File: config.mk
export PLATFORM = sky130hd
export DESIGN_NAME = dual_fetch
export DESIGN_NICKNAME = d
export VERILOG_FILES = /design/src/rtl/dual_fetch.sv
export SDC_FILE = /design/constraint.sdc
export NUM_CORES = 1
export LEC_CHECK = 0
export CAP_MARGIN = 20
export CORE_ASPECT_RATIO = 1.1
export CORE_UTILIZATION = 39
export CTS_BUF_LIST = sky130_fd_sc_hd__clkbuf_8 sky130_fd_sc_hd__clkbuf_16
export DETAILED_ROUTE_END_ITERATION = 6
export GPL_TIMING_DRIVEN = 0
export PLACE_DENSITY = 0.59
export SKIP_LAST_GASP = 1
export SLEW_MARGIN = 5
export SYNTH_ARGS = -nofsm -noshare
export SYNTH_HDL_FRONTEND = slang
export SYNTH_SLANG_ARGS = --single-unit
File: constraint.sdc
create_clock -name clk -period 11 [get_ports clk]
set_clock_uncertainty 0.05 [all_clocks]
set_input_delay 2.2 -clock clk [delete_from_list [all_inputs] [get_ports clk]]
set_output_delay 2.2 -clock clk [all_outputs]
set_load 0.005 [all_outputs]
File: src/rtl/dual_fetch.sv
// Dual-issue fetch: issues instruction-memory pair reads and buffers the returned words in a
// circular queue, presenting the two oldest to decode, which may take 0, 1 or 2 per cycle.
module dual_fetch #(
  parameter int AW     = 16,
  parameter int QDEPTH = 4
) (
  input  logic          clk,
  input  logic          rst_n,
  output logic          im_re,
  output logic [AW-2:0] im_addr,
  input  logic [63:0]   im_rdata,
  input  logic [1:0]    consume,
  input  logic          flow_change,
  input  logic [AW-1:0] dst_pc,
  input  logic          halt,
  output logic [31:0]   instr0,
  output logic [31:0]   instr1,
  output logic [AW-1:0] pc0,
  output logic [AW-1:0] pc1,
  output logic          vld0,
  output logic          vld1
);

  localparam int PW = $clog2(QDEPTH);
  localparam int CW = PW + 1;

  logic [AW-1:0] pc;
  logic [31:0]   q_instr [QDEPTH];
  logic [AW-1:0] q_pc    [QDEPTH];
  logic [PW-1:0] rd_ptr;
  logic [PW-1:0] wr_ptr;
  logic [CW-1:0] count;
  logic          inflight;
  logic          inflight_odd;
  logic [AW-1:0] inflight_pc;
  logic          halted;

  logic [1:0]    want;
  logic [CW-1:0] rd_cnt;
  logic [CW-1:0] wr_cnt;
  logic [CW:0]   occ_next;
  logic [PW-1:0] rd_ptr1;
  logic [PW-1:0] wr_ptr1;
  logic [31:0]   wr0_instr;
  logic [AW-1:0] wr0_pc;
  logic [AW-1:0] wr1_pc;

  always_comb begin
    want = (consume == 2'd3) ? 2'd2 : consume;
    rd_cnt = (count < CW'(want)) ? count : CW'(want);
    wr_cnt = '0;
    if (inflight) wr_cnt = inflight_odd ? CW'(1) : CW'(2);
    occ_next = {1'b0, count} + {1'b0, wr_cnt} - {1'b0, rd_cnt};
  end

  // Decision uses the occupancy after this cycle's write and read, so consume is on the im_re path.
  assign im_re   = rst_n & ~halted & ~flow_change & (occ_next <= (CW+1)'(QDEPTH - 2));
  assign im_addr = pc[AW-1:1];

  // An odd request returns a pair whose even word precedes the target and is dropped.
  assign wr0_instr = inflight_odd ? im_rdata[63:32] : im_rdata[31:0];
  assign wr0_pc    = inflight_pc;
  assign wr1_pc    = inflight_pc + AW'(1);
  assign wr_ptr1   = wr_ptr + PW'(1);
  assign rd_ptr1   = rd_ptr + PW'(1);

  always_ff @(posedge clk or negedge rst_n) begin
    if (!rst_n) begin
      pc           <= '0;
      rd_ptr       <= '0;
      wr_ptr       <= '0;
      count        <= '0;
      inflight     <= 1'b0;
      inflight_odd <= 1'b0;
      inflight_pc  <= '0;
      halted       <= 1'b0;
    end else begin
      if (halt) halted <= 1'b1;
      if (flow_change) begin
        pc       <= dst_pc;
        rd_ptr   <= '0;
        wr_ptr   <= '0;
        count    <= '0;
        inflight <= 1'b0;
      end else begin
        rd_ptr       <= rd_ptr + PW'(rd_cnt);
        wr_ptr       <= wr_ptr + PW'(wr_cnt);
        count        <= occ_next[CW-1:0];
        inflight     <= im_re;
        inflight_odd <= pc[0];
        inflight_pc  <= pc;
        if (im_re) pc <= (pc | AW'(1)) + AW'(1);
      end
    end
  end

  always_ff @(posedge clk or negedge rst_n) begin
    if (!rst_n) begin
      for (int i = 0; i < QDEPTH; i++) begin
        q_instr[i] <= '0;
        q_pc[i]    <= '0;
      end
    end else if (!flow_change && inflight) begin
      q_instr[wr_ptr] <= wr0_instr;
      q_pc[wr_ptr]    <= wr0_pc;
      if (!inflight_odd) begin
        q_instr[wr_ptr1] <= im_rdata[63:32];
        q_pc[wr_ptr1]    <= wr1_pc;
      end
    end
  end

  assign instr0 = q_instr[rd_ptr];
  assign instr1 = q_instr[rd_ptr1];
  assign pc0    = q_pc[rd_ptr];
  assign pc1    = q_pc[rd_ptr1];
  assign vld0   = (count != '0);
  assign vld1   = (count >= CW'(2));

  a_count_bound: assert property (@(posedge clk) disable iff (!rst_n) count <= CW'(QDEPTH));

endmodule

Word level (Yosys, flattened, before mapping) --
Cells that the tools add are included.
Word-level totals: flip-flop bits (word level) 234, input bits 86, output and inout port bits 114, word-level logic and storage cells 86
Cells by class: add/subtract/negate cells 8, order comparisons 9, equality and inequality tests 1, multiplexer cells 37, bitwise gates (word level) 9, reduce and logical (&&, ||, !) cells 6
Operator list (number):
- $bwmux W128 | 2
- $mux W32 | 7
- $bmux W32 S2 | 2
- $bwmux W64 | 2
- $demux W32 S2 | 2
- $mux W128 | 1
- $mux W16 | 8
- $bmux W16 S2 | 2
- $demux W16 S2 | 2
- $mux W64 | 1
- $add A16 B1 Y16 const B | 2
- $ge A3 B3 Y1 const B | 4
- $not A2 Y3 | 4
- $mux W2 | 5
- $lt A3 B1 Y1 const B | 2
- $mux W3 | 2
- $add A2 B1 Y2 const B | 2
- $add A2 B2 Y2 | 2
- $add A3 B3 Y4 | 1
- $le A4 B2 Y1 const B | 1
- $sub A4 B3 Y4 | 1
- $and A1 B1 Y1 | 3
- $ge A3 B2 Y1 const B | 1
- $logic_and A1 B1 Y1 | 3
- 7 further kinds | 8

Longest topological paths before layout --
depth after elaboration 9, gate-level depth with buffers 15

Least setup slack after synthesis --
OpenSTA, ideal clock, no wires.
path type input to output, start input consume[1], end output im_re, data arrival time 4.710 ns, path slack 4.040 ns, cell stages on the path 10, path buffers 0, cells stage by stage inv_1 ha_1 nor3_1 nor2_1 o22ai_1 fa_1 fa_1 a211oi_1 nand3_1 nor3_2
On the way: word-level cells in the longest chain between the ends 7
Ends and longest elaborated chain:
- start: declaration | line 12 | input logic [1:0] consume,
- $eq A2 B2 Y1 | line 49 | want = (consume == 2'd3) ? 2'd2 : consume;
- $mux W2 (*) | line 49
- $lt A3 B2 Y1 | line 50 | rd_cnt = (count < CW'(want)) ? count : CW'(want);
- $mux W3 (*) | line 50
- $sub A4 B3 Y4 (*) | line 53 | occ_next = {1'b0, count} + {1'b0, wr_cnt} - {1'b0, rd_cnt};
- $le A4 B2 Y1 (*) | line 57 | assign im_re = rst_n & ~halted & ~flow_change & (occ_next <= (CW+1)'(QDEPTH - 2));
- $and A1 B1 Y1 (*) | line 57
- end: declaration | line 9 | output logic im_re,
Every way passes the cells marked *; elsewhere a longest branch is shown, timed or not.

Worst setup path in the final report --
Ends and elaborated chain as after synthesis.

==> flow_summary.ini <==
[synth]
synth_area_um2 = 13100
synth_seq_cells = 233
synthMuxAreaShare_pct = 22.3
syn_inst = 1233
syn_nets = 1330
synthTopCellsByCount = nor2_1 (239), dfrtp_1 (233), o22ai_1 (150)
synthArstFlopShare_pct = 100
synth_area_leaders = dfrtp_1 (44%), mux4_2 (16%), o22ai_1 (7.1%)
synth_top_area_share_pct = 44.4
synthSimpleGateAreaFrac_pct = 12.5
synthDistinctLibCells = 55
synth-adder-area-share_pct = 1.16
yosysSeqAreaShare_pct = 44.4
yosysMostFrequentCell = nor2_1
synthFlopType = dfrtp_1
syn_avg_cell_area_um2 = 10.7
synth_compound_area_share_pct = 13.4
synth_edf_count = 0
synth_xor_xnor_area_share_pct = 1.20
yosys_warnings = 0
synth.largest_area_cell = dfrtp_1
synth_top_family_by_area = multiplexers

[placement]
dp.cells = 1867
hpwl_um = 29500
placed_area_um2 = 15700
place_congestion = 0.896
io_buffers = 199

[cts]
clockBufferDepth = 3
clk_latency_ns = 0.54
cts_tree = done
path_clk_slew_ns = 0.06
htree_num_levels = 1
cts_root_buf = clkbuf_16
post-cts-setup-buffers = 0
cts_resized = 0
cts_sinks = 233
cts_made_buffers = 27
hold_buffers = 0

[global_routing]
gr-total-overflow = 0
grt.total_usage_pct = 25.4
grt_pass1_wl_um = 67300
grt_max_degree = 108
antenna_found_initial = 1
grt_pass1_vias = 11337

[cells_and_area]
area_growth_pct = 27.0
design_area_um2 = 16700
final_layout_size_suffix_gt1_share_pct = 19.1
nNetsFinal = 1561
fillers = 3033
final_cells = 1917

[timing]
final.period_utilization_pct = 77.9
relSlewSlack_pct = 36.4
hold_ws_ns = 0.428
rsz0062_at_grt = no
finalHoldViolCount = 0
setup_viol = 0
setup_tns_ns = 0
tightest_slew_ns = 0.953
drv_slew = 0
post-route-min-period_ns = 8.57
fmax_mhz = 117

[critical_path]
criticalPathCategory = input port to output pin
startpoint_type = input port
crit_start = consume[1]
cpPeakStageDelay_ns = 0.62
critical_path.cell_chain = clkdlybuf4s50_1 > inv_1 > ha_1 > nor3_1 > nor2_1 > o22ai_1 > fa_1 > fa_1 > a211oi_1 > nand3_1 > nor3_2 > clkdlybuf4s50_1
cp-end-kind = output pin
rr_startpoint = inflight_pc[0]$_DFFE_PN0N_
slowest_stage = clkdlybuf4s50_1
crit_required_ns = 8.75
arrival_ns = 6.32
path_max_fanout = 7

[floorplan]
core_area_um2 = 33200
die_area_um2 = 34400
rows = 70
die_h_um = 195
dieWidth_um = 177
num_io_pins = 200
start_util_pct = 39.6

[drt]
drc_errors = 0
ant_nets = 0
firstDrtPassIters = 5
drt_iter0_drc = 1030
drt-total-wl_um = 43600
vias_per_cell = 5.98
vias = 11469
wl_per_cell_um = 22.7

[power]
comb_power_share_pct = 29.0
p_leak_nw = 6.95
clockPowerShare_pct = 35.5
seqPwrFrac_pct = 35.5
swShare_pct = 30.9
p_int_w = 0.00188
p_sw_w = 0.000840
pwr_density_cell_nw_per_um2 = 163
peakVddDrop_uv = 107

[job]
cap_violations = 0

[outcome]
status = complete, no violations

[hold_path]
hp-start = pc[0]$_DFFE_PN0P_
hold_class = register to register
## kinds of logic (layout without fill, tap and decap cells)
family	count (synthesis)	count (layout)
flops	233	233
fa+ha+maj	11	11
compound gates	295	295
buf+inv	138	389
simple gates	373	373
xor+xnor	18	18
mux	165	165
other cells	0	1
## per-layer routing
layer | track usage, % | up-vias | wire length [µm]
met5 | 0 | - | 0
met4 | 8.11 | 0 | 1140
met3 | 3.50 | 78 | 3100
met2 | 41.1 | 558 | 21000
met1 | 35.0 | 5788 | 18300
li1 | - | 5045 | -
## critical path: cells and delay by family
family | cells | cell delay (ns)
adders and majority gates | 3 | 1.33
buffers and inverters | 3 | 1.19
and+or+nand+nor | 4 | 0.97
AOI/OAI and AO/OA | 2 | 0.63
## cells in the final DEF, fill, tap and decap left out, types with 4 or more instances in the layout
| master | netlist | layout |
|---|---|---|
| buf_1 | 7 | 7 |
| o22ai_1 | 150 | 150 |
| nand2b_1 | 9 | 9 |
| clkdlybuf4s50_1 | 0 | 198 |
| nand4_1 | 7 | 7 |
| nor2b_1 | 12 | 12 |
| nor3_1 | 12 | 12 |
| nand2_1 | 38 | 38 |
| buf_4 | 22 | 22 |
| clkbuf_8 | 0 | 8 |
| clkbuf_1 | 60 | 60 |
| mux4_2 | 96 | 96 |
| bufinv_16 | 0 | 4 |
| buf_2 | 37 | 38 |
| xnor2_1 | 15 | 15 |
| clkbuf_16 | 0 | 27 |
| or2_2 | 5 | 5 |
| mux2i_1 | 5 | 5 |
| nand3_1 | 14 | 14 |
| a21oi_1 | 99 | 99 |
| dfrtp_1 | 233 | 233 |
| o32ai_1 | 5 | 5 |
| nor2_1 | 239 | 239 |
| nor4_1 | 15 | 15 |
| inv_1 | 10 | 16 |
| mux2_2 | 64 | 64 |
| and3_1 | 4 | 4 |
| ha_1 | 9 | 9 |
| o21ai_0 | 18 | 18 |
| a21o_1 | 5 | 5 |
## per-stage QoR
stage / power (W) / setup slack, ns / util (%)
3_3_place_gp: 0.00176 / -5.00 / 47.2
5_1_grt: 0.00284 / 2.17 / 50.3
2_1_floorplan: 0.00146 / 4.04 / -
3_5_place_dp: 0.00177 / 2.40 / 47.4
4_1_cts: 0.00274 / 2.38 / 50.3
6_report: 0.00272 / 2.43 / 50.3
## cell type report
cell class	instances	area (µm²)	share of cell area, %
repair buffers	202	2060	12.3
diodes	1	2.50	0.0150
well taps	432	541	3.24
plain buffers	128	618	3.70
clock buffers	35	786	4.71
multi-input cells	862	6660	39.9
flip-flops and latches	233	5830	34.9
clock inverters	14	166	0.997
inverters	10	37.5	0.225
## power by group through the flow
stage	combinational (W)	clock [W]	sequential, W
6_report	0.000790	0.000966	0.000966
5_1_grt	0.000852	0.00101	0.000973
4_1_cts	0.000796	0.000978	0.000965
3_5_place_dp	0.000792	0	0.000981
3_3_place_gp	0.000783	0	0.000979
2_1_floorplan	0.000498	0	0.000960
## registers in the layout, indices dropped and copies added, names as in the netlist
| name | count |
|---|---|
| inflight_pc | 16 |
| wr_ptr | 2 |
| pc | 16 |
| q_instr | 128 |
| inflight | 1 |
| count | 3 |
| q_pc | 64 |
| halted | 1 |
| rd_ptr | 2 |
## worst paths after layout
kind / to / depth (start not counted) / slack, ns
worst max-delay path: im_re / 12 / 2.43
worst min-delay path: inflight_pc[0]$_DFFE_PN0N_ / 2 / 0.43
worst max register to register: pc[5]$_DFFE_PN0P_ / 13 / 6.57
worst min register to register: inflight_pc[0]$_DFFE_PN0N_ / 2 / 0.43
max in group asynchronous: pc[11]$_DFFE_PN0P_ / 2 / 8.49
min in group asynchronous: q_instr[49]$_DFFE_PN0P_ / 1 / 1.49
Note: power is estimated with default switching activity, not from simulation.
